## src/rtl/io_bus_rd_mux_if.sv

```systemverilog
// Read-return bundle between the core load path and the peripheral read muxer.
// Latency: none, this file only groups signals.
// Backpressure: slaves stall a read by holding bus_rdy low. The core sees busy while the read waits.
interface io_bus_rd_mux_if #(
   parameter int NR_OF_BUSSES_IN = 4,
   parameter int BITS_PER_BUS    = 32
);
   logic                                    rd_req;
   logic [NR_OF_BUSSES_IN-1:0]              bus_sel;
   logic [NR_OF_BUSSES_IN*BITS_PER_BUS-1:0] bus_in;
   logic [NR_OF_BUSSES_IN-1:0]              bus_rdy;
   logic [BITS_PER_BUS-1:0]                 bus_out;
   logic                                    rd_valid;
   logic                                    rd_err;
   logic                                    busy;

   // Core/peripheral side: issues requests and drives slave data.
   modport master (
      output rd_req, bus_sel, bus_in, bus_rdy,
      input  bus_out, rd_valid, rd_err, busy
   );

   // Muxer side.
   modport slave (
      input  rd_req, bus_sel, bus_in, bus_rdy,
      output bus_out, rd_valid, rd_err, busy
   );
endinterface

```

## src/rtl/io_bus_rd_mux.sv

```systemverilog
// Read-data return mux: selects slave data (OR-combine or lowest-index priority) and registers it.
// Latency: at least 1 cycle from rd_req to the rd_valid pulse. Each wait cycle adds 1 cycle, bounded by TIMEOUT_CYCLES.
// Backpressure: waits in WAIT (busy=1) until the selected slaves are ready. rd_req is ignored while busy.
module io_bus_rd_mux #(
   parameter int    NR_OF_BUSSES_IN = 4,
   parameter int    BITS_PER_BUS    = 32,
   parameter string USE_OR_METHOD   = "TRUE",
   parameter int    TIMEOUT_CYCLES  = 16
) (
   input  logic           clk,
   input  logic           rst_n,
   io_bus_rd_mux_if.slave bus
);

   localparam bit OR_MODE = (USE_OR_METHOD == "TRUE");
   localparam bit TO_EN   = (TIMEOUT_CYCLES != 0);
   localparam int CNT_W   = (TIMEOUT_CYCLES < 1) ? 1 : $clog2(TIMEOUT_CYCLES + 1);
   localparam logic [CNT_W-1:0] TO_VAL = CNT_W'(TIMEOUT_CYCLES);

   localparam logic [0:0] ST_IDLE = 1'b0;
   localparam logic [0:0] ST_WAIT = 1'b1;

   logic [0:0]                 state;
   logic [NR_OF_BUSSES_IN-1:0] sel_q;
   logic [CNT_W-1:0]           cnt;
   logic [BITS_PER_BUS-1:0]    out_q;
   logic                       vld_q;
   logic                       err_q;

   logic [NR_OF_BUSSES_IN-1:0] sel;
   logic [NR_OF_BUSSES_IN-1:0] eff_sel;
   logic [BITS_PER_BUS-1:0]    mux_data;
   logic                       mux_rdy;
   logic                       found;

   // Active select: the live request while idle, the latched one while waiting.
   // Priority mode reduces it to the lowest set bit.
   always_comb begin
      sel     = (state == ST_WAIT) ? sel_q : bus.bus_sel;
      eff_sel = '0;
      found   = 1'b0;
      if (OR_MODE) begin
         eff_sel = sel;
      end else begin
         for (int i = 0; i < NR_OF_BUSSES_IN; i++) begin
            if (!found && sel[i]) begin
               eff_sel[i] = 1'b1;
               found      = 1'b1;
            end
         end
      end
   end

   // OR-combine the selected slices. The read is ready only when every selected slave is ready.
   // An empty select is never ready.
   always_comb begin
      mux_data = '0;
      for (int k = 0; k < NR_OF_BUSSES_IN; k++) begin
         if (eff_sel[k]) begin
            mux_data = mux_data | bus.bus_in[k*BITS_PER_BUS +: BITS_PER_BUS];
         end
      end
      mux_rdy = (eff_sel != '0) && ((eff_sel & ~bus.bus_rdy) == '0);
   end

   // Control FSM and output registers. rd_valid and rd_err are single-cycle pulses.
   always_ff @(posedge clk or negedge rst_n) begin
      if (!rst_n) begin
         state <= ST_IDLE;
         sel_q <= '0;
         cnt   <= '0;
         out_q <= '0;
         vld_q <= 1'b0;
         err_q <= 1'b0;
      end else begin
         vld_q <= 1'b0;
         err_q <= 1'b0;
         if (state == ST_IDLE) begin
            if (bus.rd_req) begin
               if (bus.bus_sel == '0) begin
                  vld_q <= 1'b1;
                  err_q <= 1'b1;
                  out_q <= '0;
               end else if (mux_rdy) begin
                  vld_q <= 1'b1;
                  out_q <= mux_data;
               end else begin
                  sel_q <= bus.bus_sel;
                  cnt   <= CNT_W'(1);
                  state <= ST_WAIT;
               end
            end
         end else begin
            // Ready takes precedence over a timeout in the same cycle.
            if (mux_rdy) begin
               vld_q <= 1'b1;
               out_q <= mux_data;
               state <= ST_IDLE;
            end else if (TO_EN && (cnt == TO_VAL)) begin
               vld_q <= 1'b1;
               err_q <= 1'b1;
               out_q <= '1;
               state <= ST_IDLE;
            end else if (cnt != '1) begin
               cnt <= cnt + 1'b1;
            end
         end
      end
   end

   assign bus.bus_out  = out_q;
   assign bus.rd_valid = vld_q;
   assign bus.rd_err   = err_q;
   assign bus.busy     = (state == ST_WAIT);

endmodule

```

## src/flat_wrapper.sv

```systemverilog
// flat-port wrapper written by rule: the top's interface ports become plain ports
module io_bus_rd_mux_flat 
#(
   parameter int    NR_OF_BUSSES_IN = 4,
   parameter int    BITS_PER_BUS    = 32,
   parameter string USE_OR_METHOD   = "    ",
   parameter int    TIMEOUT_CYCLES  = 16
)
  (clk, rst_n, bus_rd_req, bus_bus_sel, bus_bus_in, bus_bus_rdy, bus_bus_out, bus_rd_valid, bus_rd_err, bus_busy);
  io_bus_rd_mux_if #(.NR_OF_BUSSES_IN(NR_OF_BUSSES_IN), .BITS_PER_BUS(BITS_PER_BUS)) bus_i ();
  input  logic clk;
  input  logic rst_n;
  input wire logic [$bits(bus_i.rd_req)-1:0] bus_rd_req;
  input wire logic [$bits(bus_i.bus_sel)-1:0] bus_bus_sel;
  input wire logic [$bits(bus_i.bus_in)-1:0] bus_bus_in;
  input wire logic [$bits(bus_i.bus_rdy)-1:0] bus_bus_rdy;
  output wire logic [$bits(bus_i.bus_out)-1:0] bus_bus_out;
  output wire logic [$bits(bus_i.rd_valid)-1:0] bus_rd_valid;
  output wire logic [$bits(bus_i.rd_err)-1:0] bus_rd_err;
  output wire logic [$bits(bus_i.busy)-1:0] bus_busy;
  assign bus_i.rd_req = bus_rd_req;
  assign bus_i.bus_sel = bus_bus_sel;
  assign bus_i.bus_in = bus_bus_in;
  assign bus_i.bus_rdy = bus_bus_rdy;
  assign bus_bus_out = bus_i.bus_out;
  assign bus_rd_valid = bus_i.rd_valid;
  assign bus_rd_err = bus_i.rd_err;
  assign bus_busy = bus_i.busy;
  io_bus_rd_mux #(.NR_OF_BUSSES_IN(NR_OF_BUSSES_IN), .BITS_PER_BUS(BITS_PER_BUS), .USE_OR_METHOD(USE_OR_METHOD), .TIMEOUT_CYCLES(TIMEOUT_CYCLES)) u_core (.clk(clk), .rst_n(rst_n), .bus(bus_i));
endmodule
```

## config.mk

```make
export PLATFORM = sky130hd
export DESIGN_NAME = io_bus_rd_mux_flat
export DESIGN_NICKNAME = d
export VERILOG_FILES = /design/src/rtl/io_bus_rd_mux_if.sv /design/src/rtl/io_bus_rd_mux.sv /design/src/flat_wrapper.sv
export SDC_FILE = /design/constraint.sdc
export NUM_CORES = 1
export LEC_CHECK = 0
export ABC_AREA = 1
export CAP_MARGIN = 5
export CORE_MARGIN = 8
export CORE_UTILIZATION = 40
export DETAILED_ROUTE_END_ITERATION = 6
export PLACE_DENSITY = 0.86
export REMOVE_ABC_BUFFERS = 1
export SETUP_SLACK_MARGIN = 0.02
export SLEW_MARGIN = 10
export SYNTH_ARGS = -nofsm -noshare
export SYNTH_HDL_FRONTEND = slang
export SYNTH_SLANG_ARGS = --single-unit
export TNS_END_PERCENT = 30
```

## constraint.sdc

```tcl
create_clock -name clk -period 1.8 [get_ports clk]
set_input_delay 0.36 -clock clk [delete_from_list [all_inputs] [get_ports clk]]
set_output_delay 0.36 -clock clk [all_outputs]
set_load 0.1 [all_outputs]
```

==> impl_metrics.env <==
export IMPL_max_freq_ghz=0.556
export IMPL_num_vias=4068
export IMPL_dp_hpwl_mm=9.63
export IMPL_drv_cap=0
export IMPL_ir_worst_vdd_mv=0.917
export IMPL_gp_congestion=0.802
export IMPL_leakagePower_uw=0.00295
export IMPL_dpl_cell_area_um2=5530
export IMPL_die_area_um2=11000
export IMPL_p_sw_uw=5850
export IMPL_fin_skew_ps=9.70
export IMPL_r2r_end="u_core.bus.bus_out[26]"
export IMPL_reg2reg_slack_ps=3
export IMPL_syn_to_final_growth_pct=82.9
export IMPL_worstPathArrival_ps=2030
export IMPL_relSlewSlack_pct=66.6
export IMPL_n_antenna_cell=0
export IMPL_fp_dieH_um=105
export IMPL_tightestPinTransition_ps=501
export IMPL_rows=32
export IMPL_clock_root_buffer="clkbuf_8"
export IMPL_wire_per_inst_um=16.0
export IMPL_crit_end="u_core.bus.bus_out[26]"
export IMPL_synth_edf_count=0
export IMPL_finalInstanceArea_um2=5800
export IMPL_drive_above_1_share_pct=14.2
export IMPL_r2r_start="u_core.cnt[0]"
export IMPL_yosys_warnings=0
export IMPL_numPortBuffers=173
export IMPL_p_seq_share_pct=17.9
export IMPL_cp_end_kind="flip-flop"
export IMPL_rsz0062_at_grt="yes"
export IMPL_rr_worst_depth=12
export IMPL_hold_class="in -> async"
export IMPL_ys_top_cells_by_area="dfrtp_1 (35%), nand2_1 (22%), nand3_1 (16%)"
export IMPL_critPathMaxStageDelay_ps=440
export IMPL_synth_most_common_cell="nand2_1"
export IMPL_fin_crit_ps=1800
export IMPL_numCtsBuffers=5
export IMPL_grt_max_degree=25
export IMPL_hold_viol=0
export IMPL_setup_worst_path_start="u_core.cnt[0]"
export IMPL_cts_tree="done"
export IMPL_crit_type="reg -> reg"
export IMPL_crit_path_cell_trace="inv_1, ha_1, nand3_1, inv_1, nand2_1, o21ai_0, inv_1, a21oi_4, buf_12, buf_12, nand2_1, nand2_1"
export IMPL_grt_usage_pct=21.5
export IMPL_n_fill_cell=541
export IMPL_synthFlopType="dfrtp_1"
export IMPL_pwr_share_comb_pct=74.4
export IMPL_clkLatencyLatePin_ps=300
export IMPL_yosysSeqAreaShare_pct=34.7
export IMPL_clkSlewWorstSetupHoldPaths_ps=90
export IMPL_drt_initial_drc_count=207
export IMPL_gr_total_overflow=0
export IMPL_core_um2=7730
export IMPL_synth_avg_cell_area_um2=6.14
export IMPL_grt_pass1_vias=4101
export IMPL_setup_tns_ps=0
export IMPL_power_density_nw_per_um2=1850
export IMPL_antenna_found_initial=0
export IMPL_viasPerCell=5.05
export IMPL_clockPowerShare_pct=7.7
export IMPL_first_pass_iters=5
export IMPL_synth_common_cells="nand2_1 (189), nand3_1 (103), nor2_1 (68)"
export IMPL_cts_sinks=44
export IMPL_die_w_um=105
export IMPL_p_int_uw=4880
export IMPL_finalSetupViolCount=0
export IMPL_ys_ff_latch=44
export IMPL_post_route_drc_count=0
export IMPL_synth_cells=517
export IMPL_outcome="completed"
export IMPL_synth_async_reset_ratio_pct=100
export IMPL_htree_num_levels=2
export IMPL_required_ps=2040
export IMPL_start_util_pct=41.1
export IMPL_nets=844
export IMPL_wirelength_mm=12.9
export IMPL_yosysTopAreaCell="dfrtp_1"
export IMPL_netlist_area_um2=3170
export IMPL_yosys_area_top_type_share_pct=34.7
export IMPL_worst_setup_path_start_kind="flip-flop"
export IMPL_fin_crit_sh_pct=99.8
export IMPL_slew_violations=0
export IMPL_drtAntennaViolNets=0
export IMPL_swShare_pct=54.5
export IMPL_ctsLongestPathBuffers=2
export IMPL_grt_pass1_wl_mm=19.5
export IMPL_slowest_stage="dfrtp_1"
export IMPL_path_max_fanout=9
export IMPL_synth_distinct_cells=24
export IMPL_io_pins=174
critical path, delay by kind of cell, from the launching register on:
kind,cells,cell delay [ps]
buffers and inverters,5,610
flip-flops,1,440
AO/OA/AOI/OAI,2,270
AND/OR/NAND/NOR,4,250
adder cells (fa/ha/maj),1,150
sequential cells by signal, indices dropped and copies added (netlist names):
signal / flops
u_core.bus.bus_out: 32
u_core.cnt: 5
u_core.sel_q: 4
u_core.bus.busy: 1
u_core.bus.rd_err: 1
u_core.bus.rd_valid: 1
per-layer routing:
layer	vias up	global-route usage, %	share of wire, %	routed length [um]
met5	-	0	0	0
met4	0	6.01	1.7	214
met3	19	6.63	7.6	975
met2	183	40.6	53	6820
met1	1889	22.3	38	4850
li1	1977	-	-	-
logic make-up after synthesis:
group | Yosys count | synth area share, %
compound gates | 15 | 3.15
fa+ha+maj | 3 | 1.18
buf+inv | 81 | 10.5
flops | 44 | 34.7
simple gates | 374 | 50.4
cell type report:
class	count	area, um2	area share, %
Timing Repair Buffer	207	2500	43.0
Inverter	52	195	3.36
Sequential cell	44	1100	19.0
Tap cell	102	128	2.20
Clock inverter	2	38.8	0.668
Clock buffer	6	82.6	1.42
Multi-Input combinational cell	392	1760	30.3
through the flow:
stage / hold WS, ps / utilization [%] / setup slack [ps] / cells / power, uW
3_3_place_gp: 341 / 71.5 / -208 / 788 / 9360
4_1_cts: 30.1 / 73.2 / 51.7 / 797 / 10400
3_5_place_dp: 351 / 71.5 / -244 / 788 / 9540
5_1_grt: 49.8 / 75.1 / -75.8 / 805 / 11200
6_report: 12.7 / 75.1 / 2.77 / 805 / 10700
2_1_floorplan: 64.4 / - / -1840 / 488 / 6240
cell usage in the layout, fill, tap and decap left out:
cell type / n
nand4_1: 2
clkbuf_16: 2
ha_1: 3
a21oi_1: 1
a21oi_4: 1
clkinv_4: 1
o21ai_4: 1
clkbuf_8: 6
dfrtp_2: 1
o21ai_1: 1
dlymetal6s2s_1: 1
o21ai_0: 10
buf_12: 44
bufinv_16: 1
nor2_4: 1
or2_2: 1
buf_6: 4
nor2_1: 67
nand3_4: 2
nand3_1: 103
clkdlybuf4s50_1: 136
nor2_2: 1
nand2_4: 1
inv_1: 48
buf_4: 19
inv_2: 4
nand2_2: 6
buf_2: 1
o31ai_1: 1
nand3_2: 3
nand2_1: 186
nand3b_1: 1
dfrtp_1: 43
worst min-delay path by stage:
stage / start / end / slack, ps
5_1_grt: rst_n / u_core.bus.bus_out[28] / 50
3_5_place_dp: rst_n / u_core.bus.bus_out[19] / 350
4_1_cts: rst_n / u_core.bus.bus_out[11] / 30
6_report: rst_n / u_core.bus.bus_out[7] / 10
3_3_place_gp: rst_n / u_core.bus.bus_out[19] / 340
2_1_floorplan: rst_n / u_core.bus.bus_out[0] / 60
power by group through the flow:
stage | sequential, uW | clock [uW] | combinational [uW]
global placement | 1910 | 0 | 7450
finish | 1920 | 822 | 7980
global route | 1980 | 862 | 8410
detailed placement | 1920 | 0 | 7620
floorplan | 4310 | 0 | 1930
CTS | 1910 | 825 | 7650
timing repair:
action | in CTS | in global routing
gates resized for setup | 1 | 12
hold buffers | 0 | 0
cloned | 0 | 3
setup buffers | 1 | 6
pin swaps | 1 | 7
setup endpoints to repair | 32 | 38
(Power assumes the default switching activity.)
